### src/rtl/serial_seq_detector_if.sv
// Serial bit-stream bus between the upstream capture flop (master) and the
// 1011 sequence detector (slave). The detector reports match/count/state back.
interface serial_seq_detector_if #(
    parameter int CNT_W = 8
);
    logic             bit_in;
    logic             bit_valid;
    logic             clr;
    logic             match;
    logic [CNT_W-1:0] match_count;
    logic [2:0]       state_o;

    // Stream source: drives bits and the count clear, observes detections.
    modport master (
        output bit_in, bit_valid, clr,
        input  match, match_count, state_o
    );

    // Detector side.
    modport slave (
        input  bit_in, bit_valid, clr,
        output match, match_count, state_o
    );
endinterface

### src/rtl/serial_seq_detector.sv
// Moore detector for the pattern 1011 on qualified serial bits. Emits a
// registered one-cycle match pulse on entry to the detected state and keeps a
// saturating detection count with a synchronous clear.
module serial_seq_detector #(
    parameter int OVERLAP = 1,
    parameter int CNT_W   = 8
) (
    input  logic                 clk,
    input  logic                 rst_n,
    serial_seq_detector_if.slave bus
);
    // Encodings are visible on state_o, so they are fixed explicitly.
    typedef enum logic [2:0] {
        S0 = 3'd0,  // nothing matched
        S1 = 3'd1,  // "1"
        S2 = 3'd2,  // "10"
        S3 = 3'd3,  // "101"
        S4 = 3'd4   // "1011" detected
    } state_t;

    localparam logic [CNT_W-1:0] CNT_MAX = '1;

    state_t           r_state;
    state_t           w_next_state;
    logic             w_enter_s4;
    logic             r_match;
    logic [CNT_W-1:0] r_count;

    // Next-state decode; state only advances on a qualified bit.
    always_comb begin
        // NOTE: default assignment first so every path drives the signal and no latch is inferred.
        w_next_state = r_state;
        case (r_state)
            S0: if (bus.bit_valid) w_next_state = bus.bit_in ? S1 : S0;
            S1: if (bus.bit_valid) w_next_state = bus.bit_in ? S1 : S2;
            S2: if (bus.bit_valid) w_next_state = bus.bit_in ? S3 : S0;
            S3: if (bus.bit_valid) w_next_state = bus.bit_in ? S4 : S2;
            S4: if (bus.bit_valid) begin
                // Overlap keeps the trailing "1" of the match plus this "0" as "10".
                if (bus.bit_in)           w_next_state = S1;
                else if (OVERLAP != 0)    w_next_state = S2;
                else                      w_next_state = S0;
            end
            default: w_next_state = S0;  // illegal encodings recover unconditionally
        endcase
    end

    // Entering S4 is the only detection event; idling in S4 is not.
    assign w_enter_s4 = (r_state == S3) && bus.bit_valid && bus.bit_in;

    // State register, registered match pulse and saturating detection counter.
    always_ff @(posedge clk or negedge rst_n) begin
        if (!rst_n) begin
            r_state <= S0;
            r_match <= 1'b0;
            r_count <= '0;
        end else begin
            // NOTE: non-blocking assignments so every register samples pre-edge values.
            r_state <= w_next_state;
            r_match <= w_enter_s4;
            if (bus.clr) begin
                r_count <= '0;  // clear wins over a same-edge detection
            end else if (w_enter_s4 && (r_count != CNT_MAX)) begin
                r_count <= r_count + CNT_W'(1);
            end
        end
    end

    assign bus.match       = r_match;
    assign bus.match_count = r_count;
    assign bus.state_o     = r_state;
endmodule

### src/flat_wrapper.sv
// flat-port wrapper written by rule: the top's interface ports become plain ports
module serial_seq_detector_flat 
#(
    parameter int OVERLAP = 1,
    parameter int CNT_W   = 8
)
  (clk, rst_n, bus_bit_in, bus_bit_valid, bus_clr, bus_match, bus_match_count, bus_state_o);
  serial_seq_detector_if #(.CNT_W(CNT_W)) bus_i ();
  input  logic clk;
  input  logic rst_n;
  input wire logic [$bits(bus_i.bit_in)-1:0] bus_bit_in;
  input wire logic [$bits(bus_i.bit_valid)-1:0] bus_bit_valid;
  input wire logic [$bits(bus_i.clr)-1:0] bus_clr;
  output wire logic [$bits(bus_i.match)-1:0] bus_match;
  output wire logic [$bits(bus_i.match_count)-1:0] bus_match_count;
  output wire logic [$bits(bus_i.state_o)-1:0] bus_state_o;
  assign bus_i.bit_in = bus_bit_in;
  assign bus_i.bit_valid = bus_bit_valid;
  assign bus_i.clr = bus_clr;
  assign bus_match = bus_i.match;
  assign bus_match_count = bus_i.match_count;
  assign bus_state_o = bus_i.state_o;
  serial_seq_detector #(.OVERLAP(OVERLAP), .CNT_W(CNT_W)) u_core (.clk(clk), .rst_n(rst_n), .bus(bus_i));
endmodule
### config.mk
export PLATFORM = sky130hd
export DESIGN_NAME = serial_seq_detector_flat
export DESIGN_NICKNAME = d
export VERILOG_FILES = /design/src/rtl/serial_seq_detector_if.sv /design/src/rtl/serial_seq_detector.sv /design/src/flat_wrapper.sv
export SDC_FILE = /design/constraint.sdc
export NUM_CORES = 1
export LEC_CHECK = 0
export ABC_AREA = 1
export CORE_MARGIN = 2
export CORE_UTILIZATION = 53
export CTS_BUF_LIST = sky130_fd_sc_hd__clkbuf_2
export CTS_CLUSTER_DIAMETER = 50
export DETAILED_ROUTE_END_ITERATION = 10
export PLACE_DENSITY_LB_ADDON = 0.3
export SLEW_MARGIN = 30
export SYNTH_ARGS = -nofsm -noshare
export SYNTH_HDL_FRONTEND = slang
export SYNTH_SLANG_ARGS = --single-unit
### constraint.sdc
create_clock -name clk -period 2.45 [get_ports clk]
set_input_delay 0.735 -clock clk [delete_from_list [all_inputs] [get_ports clk]]
set_output_delay 0.735 -clock clk [all_outputs]
set_load 0.02 [all_outputs]
==> summary.log <==
[status] status completed
[detailed_routing] remaining antenna violation count after routing 0
[layout] share of layout cells above drive strength 1 0.0721
[clocking] Post-CTS Repair Setup Buffers 0
[clocking] CTS root buf clkbuf_2
[synthesis] net count after synthesis 99
[placed_design] Final HPWL DP 1130 µm
[grt] initial antenna violation count 0
[detailed_routing] Routed WL 1510 µm
[placed_design] post-placement worst setup slack 287 ps
[timing] number of failing hold endpoints at the final stage 0
[power_and_ir_drop] Overall Power 0.000437 W
[worst_setup_path] crit path capture type output port
[die] starting density of the core 0.549
[grt] via count of the first global-routing pass 565
[worst_setup_path] Max FO, Critical Path 5
[synthesis] number of warnings issued by yosys 0
[synthesis] count of different cell masters after synthesis 19
[layout] area delta synth->final 27.1%
[power_and_ir_drop] internal cell power 0.000292 W
[worst_setup_path] standard cell with the maximum stage delay on the critical path clkdlybuf4s50_1
[worst_hold_path] Hold/Removal Path Class register to register
[grt] maximum number of pins on one net before global-route repair 13
[layout] number of fill cells 113
[worst_setup_path] cells along the critical path clkdlybuf4s50_1
[power_and_ir_drop] power density over cell area 493 mW/mm²
[detailed_routing] Pre-Repair DR Iteration Count 4
[timing] Worst Slack Setup Final 376 ps
[timing] fin. max-slew vios 0
[worst_setup_path] delay of the slowest cell on the worst path 630 ps
[clocking] count of hold buffers inserted by post-cts repair 0
[worst_setup_path] crit path kind register to output port
[detailed_routing] violation count after the first detailed-route iteration 17
[worst_setup_path] reg-to-reg critical path startpoint u_core.bus.match_count[1]$_DFFE_PN0P_
[clocking] CTS Buf Count 3
[die] area of the die 0.00162 mm²
[worst_hold_path] Worst Hold Launch u_core.bus.state_o[2]$_DFFE_PN0P_
[detailed_routing] detailed-route via count 686
[synthesis] share of the yosys chip area belonging to registers 0.431
[power_and_ir_drop] clock network power share 0.226
[worst_setup_path] critical path startpoint category register
[timing] sum of negative setup slack 0 ps
[placed_design] final weighted congestion of routability-driven global placement 0.831
[timing] f_max 482 MHz
[clocking] count of instances resized after the clock tree is built 0
[synthesis] gate count of the mapped netlist 93
[timing] post-layout min period 2070 ps
[detailed_routing] wire length per cell after detailed routing 12.0 µm
[power_and_ir_drop] sequential share of power 0.520
[power_and_ir_drop] leak pwr 0.402 nW
[timing] Setup Viol. Count Final 0
[worst_setup_path] buffers and inverters on the worst path 1
[die] num ports 17
[timing] headroom to the max-slew limit 0.638
[synthesis] cell area after synthesis 697 µm²
[worst_setup_path] worst reg2reg setup slack 990 ps
[grt] GRT Total Usage 0.221
[timing] RSZ-0062 raised after global routing no
[die] Chip Width 40.3 µm
[worst_setup_path] CP Data Required Time 1710 ps
[layout] number of diodes added for antenna fixing 0
[layout] most common library cell in the layout ignoring fill and taps nand2_1
[synthesis] post-synthesis register bit count 12
[layout] area of the multi-input gates 347 µm²
[clocking] CTS H-tree depth 1
[worst_hold_path] cell depth of the worst hold path 1
[run] max-capacitance violation count 0
[worst_hold_path] Worst Hold Endpoint u_core.bus.state_o[2]$_DFFE_PN0P_
[clocking] maximum clock path buffer count 2
[clocking] Reg clk slew, reported paths 120 ps
[die] vertical die dimension 40.3 µm
[grt] GRT Residual Overflow 0
[layout] most frequent cells in the layout 20 x nand2_1, 16 x clkdlybuf4s50_1, 13 x nor2_1
[die] std cell rows 13
[worst_setup_path] data arrival at the endpoint of the critical path 1340 ps
[detailed_routing] count of unresolved DRC violations after routing 0
[detailed_routing] via-per-instance ratio 5.44
[timing] Setup Skew 3.68 ps
[power_and_ir_drop] NetSw 0.000145 W
[timing] transition time at the pin with the least slew margin 542 ps
[power_and_ir_drop] switching part of the total power 0.332
[power_and_ir_drop] logic gate share of total power 0.253
[placed_design] port bufs 16
[clocking] clock tree from TritonCTS yes
[layout] final standard cell utilization of the core 0.698
[grt] global-route wire length before repair 2390 µm
[power_and_ir_drop] VDD IR max 0.291 mV
[worst_setup_path] cell family with the largest share of critical-path delay buffers and inverters
[synthesis] mean instance size in the synthesized netlist 7.49 µm²
[die] Placeable Area 0.00127 mm²
[clocking] CTS sink cnt 12
[timing] final worst-path cycle share 0.847
[clocking] insertion delay of the later-clocked pin in the worst-skew pair 260 ps
[worst_setup_path] Worst R2R End u_core.bus.match_count[3]$_DFFE_PN0P_
[layout] Post-layout nets 119
[worst_setup_path] number of cells on the worst reg-to-reg path 8
[layout] sequential cell area 300 µm²
-- Yosys cell counts, drive strengths merged --
master	count	area (µm²)
o21bai	1	7.51
nand3	11	55.1
ha	1	12.5
dfrtp	12	300
xor2	1	8.76
a211oi	1	7.51
nand4	2	12.5
nand2	23	104
nor2	13	48.8
buf	1	5.00
a21oi	4	20.0
inv	12	45.0
a31o	1	8.76
nor3	2	21.3
o21ai	8	40.0
-- metal layers --
metal / track usage / vias up / share of wire
met5: 0 / - / 0
met4: 0.0750 / 0 / 0.014
met3: 0.0333 / 5 / 0.055
met2: 0.327 / 24 / 0.44
met1: 0.328 / 316 / 0.49
li1: - / 341 / -
-- how the worst max path moves through the flow --
stage                                                      from                               endpoint  cells after the start
final                     u_core.bus.match_count[3]$_DFFE_PN0P_                     bus_match_count[3]                      1
after detailed placement                          bus_bit_valid  u_core.bus.match_count[0]$_DFFE_PN0P_                      6
after global routing      u_core.bus.match_count[3]$_DFFE_PN0P_                     bus_match_count[3]                      1
after CTS                 u_core.bus.match_count[3]$_DFFE_PN0P_                     bus_match_count[3]                      1
after floorplan                                   bus_bit_valid  u_core.bus.match_count[0]$_DFFE_PN0P_                      5
after global placement                            bus_bit_valid  u_core.bus.match_count[0]$_DFFE_PN0P_                      6
-- through the flow --
stage	hold WS, ps	cells	instance area, µm²
after global routing	596	126	886
after floorplan	439	93	697
final	589	126	886
after global placement	565	123	871
after CTS	583	126	886
after detailed placement	556	123	871
-- power groups by stage --
stage | sequential, W | combinational, W | clock, W
after global placement | 0.000231 | 0.000108 | 0
after detailed placement | 0.000231 | 0.000110 | 0
after floorplan | 0.000246 | 0.0000453 | 0
after global routing | 0.000229 | 0.000122 | 0.000104
after CTS | 0.000227 | 0.000110 | 0.0000980
final | 0.000227 | 0.000111 | 0.0000989
-- layout make-up --
| type | count | area share |
|---|---|---|
| Clock buffer | 3 | 0.0169 |
| Inverter | 12 | 0.0508 |
| Multi-Input combinational cell | 68 | 0.391 |
| Tap cell | 15 | 0.0212 |
| Sequential cell | 12 | 0.339 |
| Timing Repair Buffer | 16 | 0.181 |
-- registers in the layout, summed over array words and instances, names as in the netlist --
signal and count:
u_core.bus.match_count 8, u_core.bus.match 1, u_core.bus.state_o 3
-- cell families after synthesis --
| group | after synthesis | synth area share |
|---|---|---|
| AND/OR/NAND/NOR | 51 | 0.346 |
| AO/OA/AOI/OAI | 15 | 0.120 |
| buffers and inverters | 13 | 0.0718 |
| flip-flops | 12 | 0.431 |
| XOR/XNOR | 1 | 0.0126 |
| adder cells (fa/ha/maj) | 1 | 0.0180 |
No activity file was read; power rests on OpenSTA's default activity.
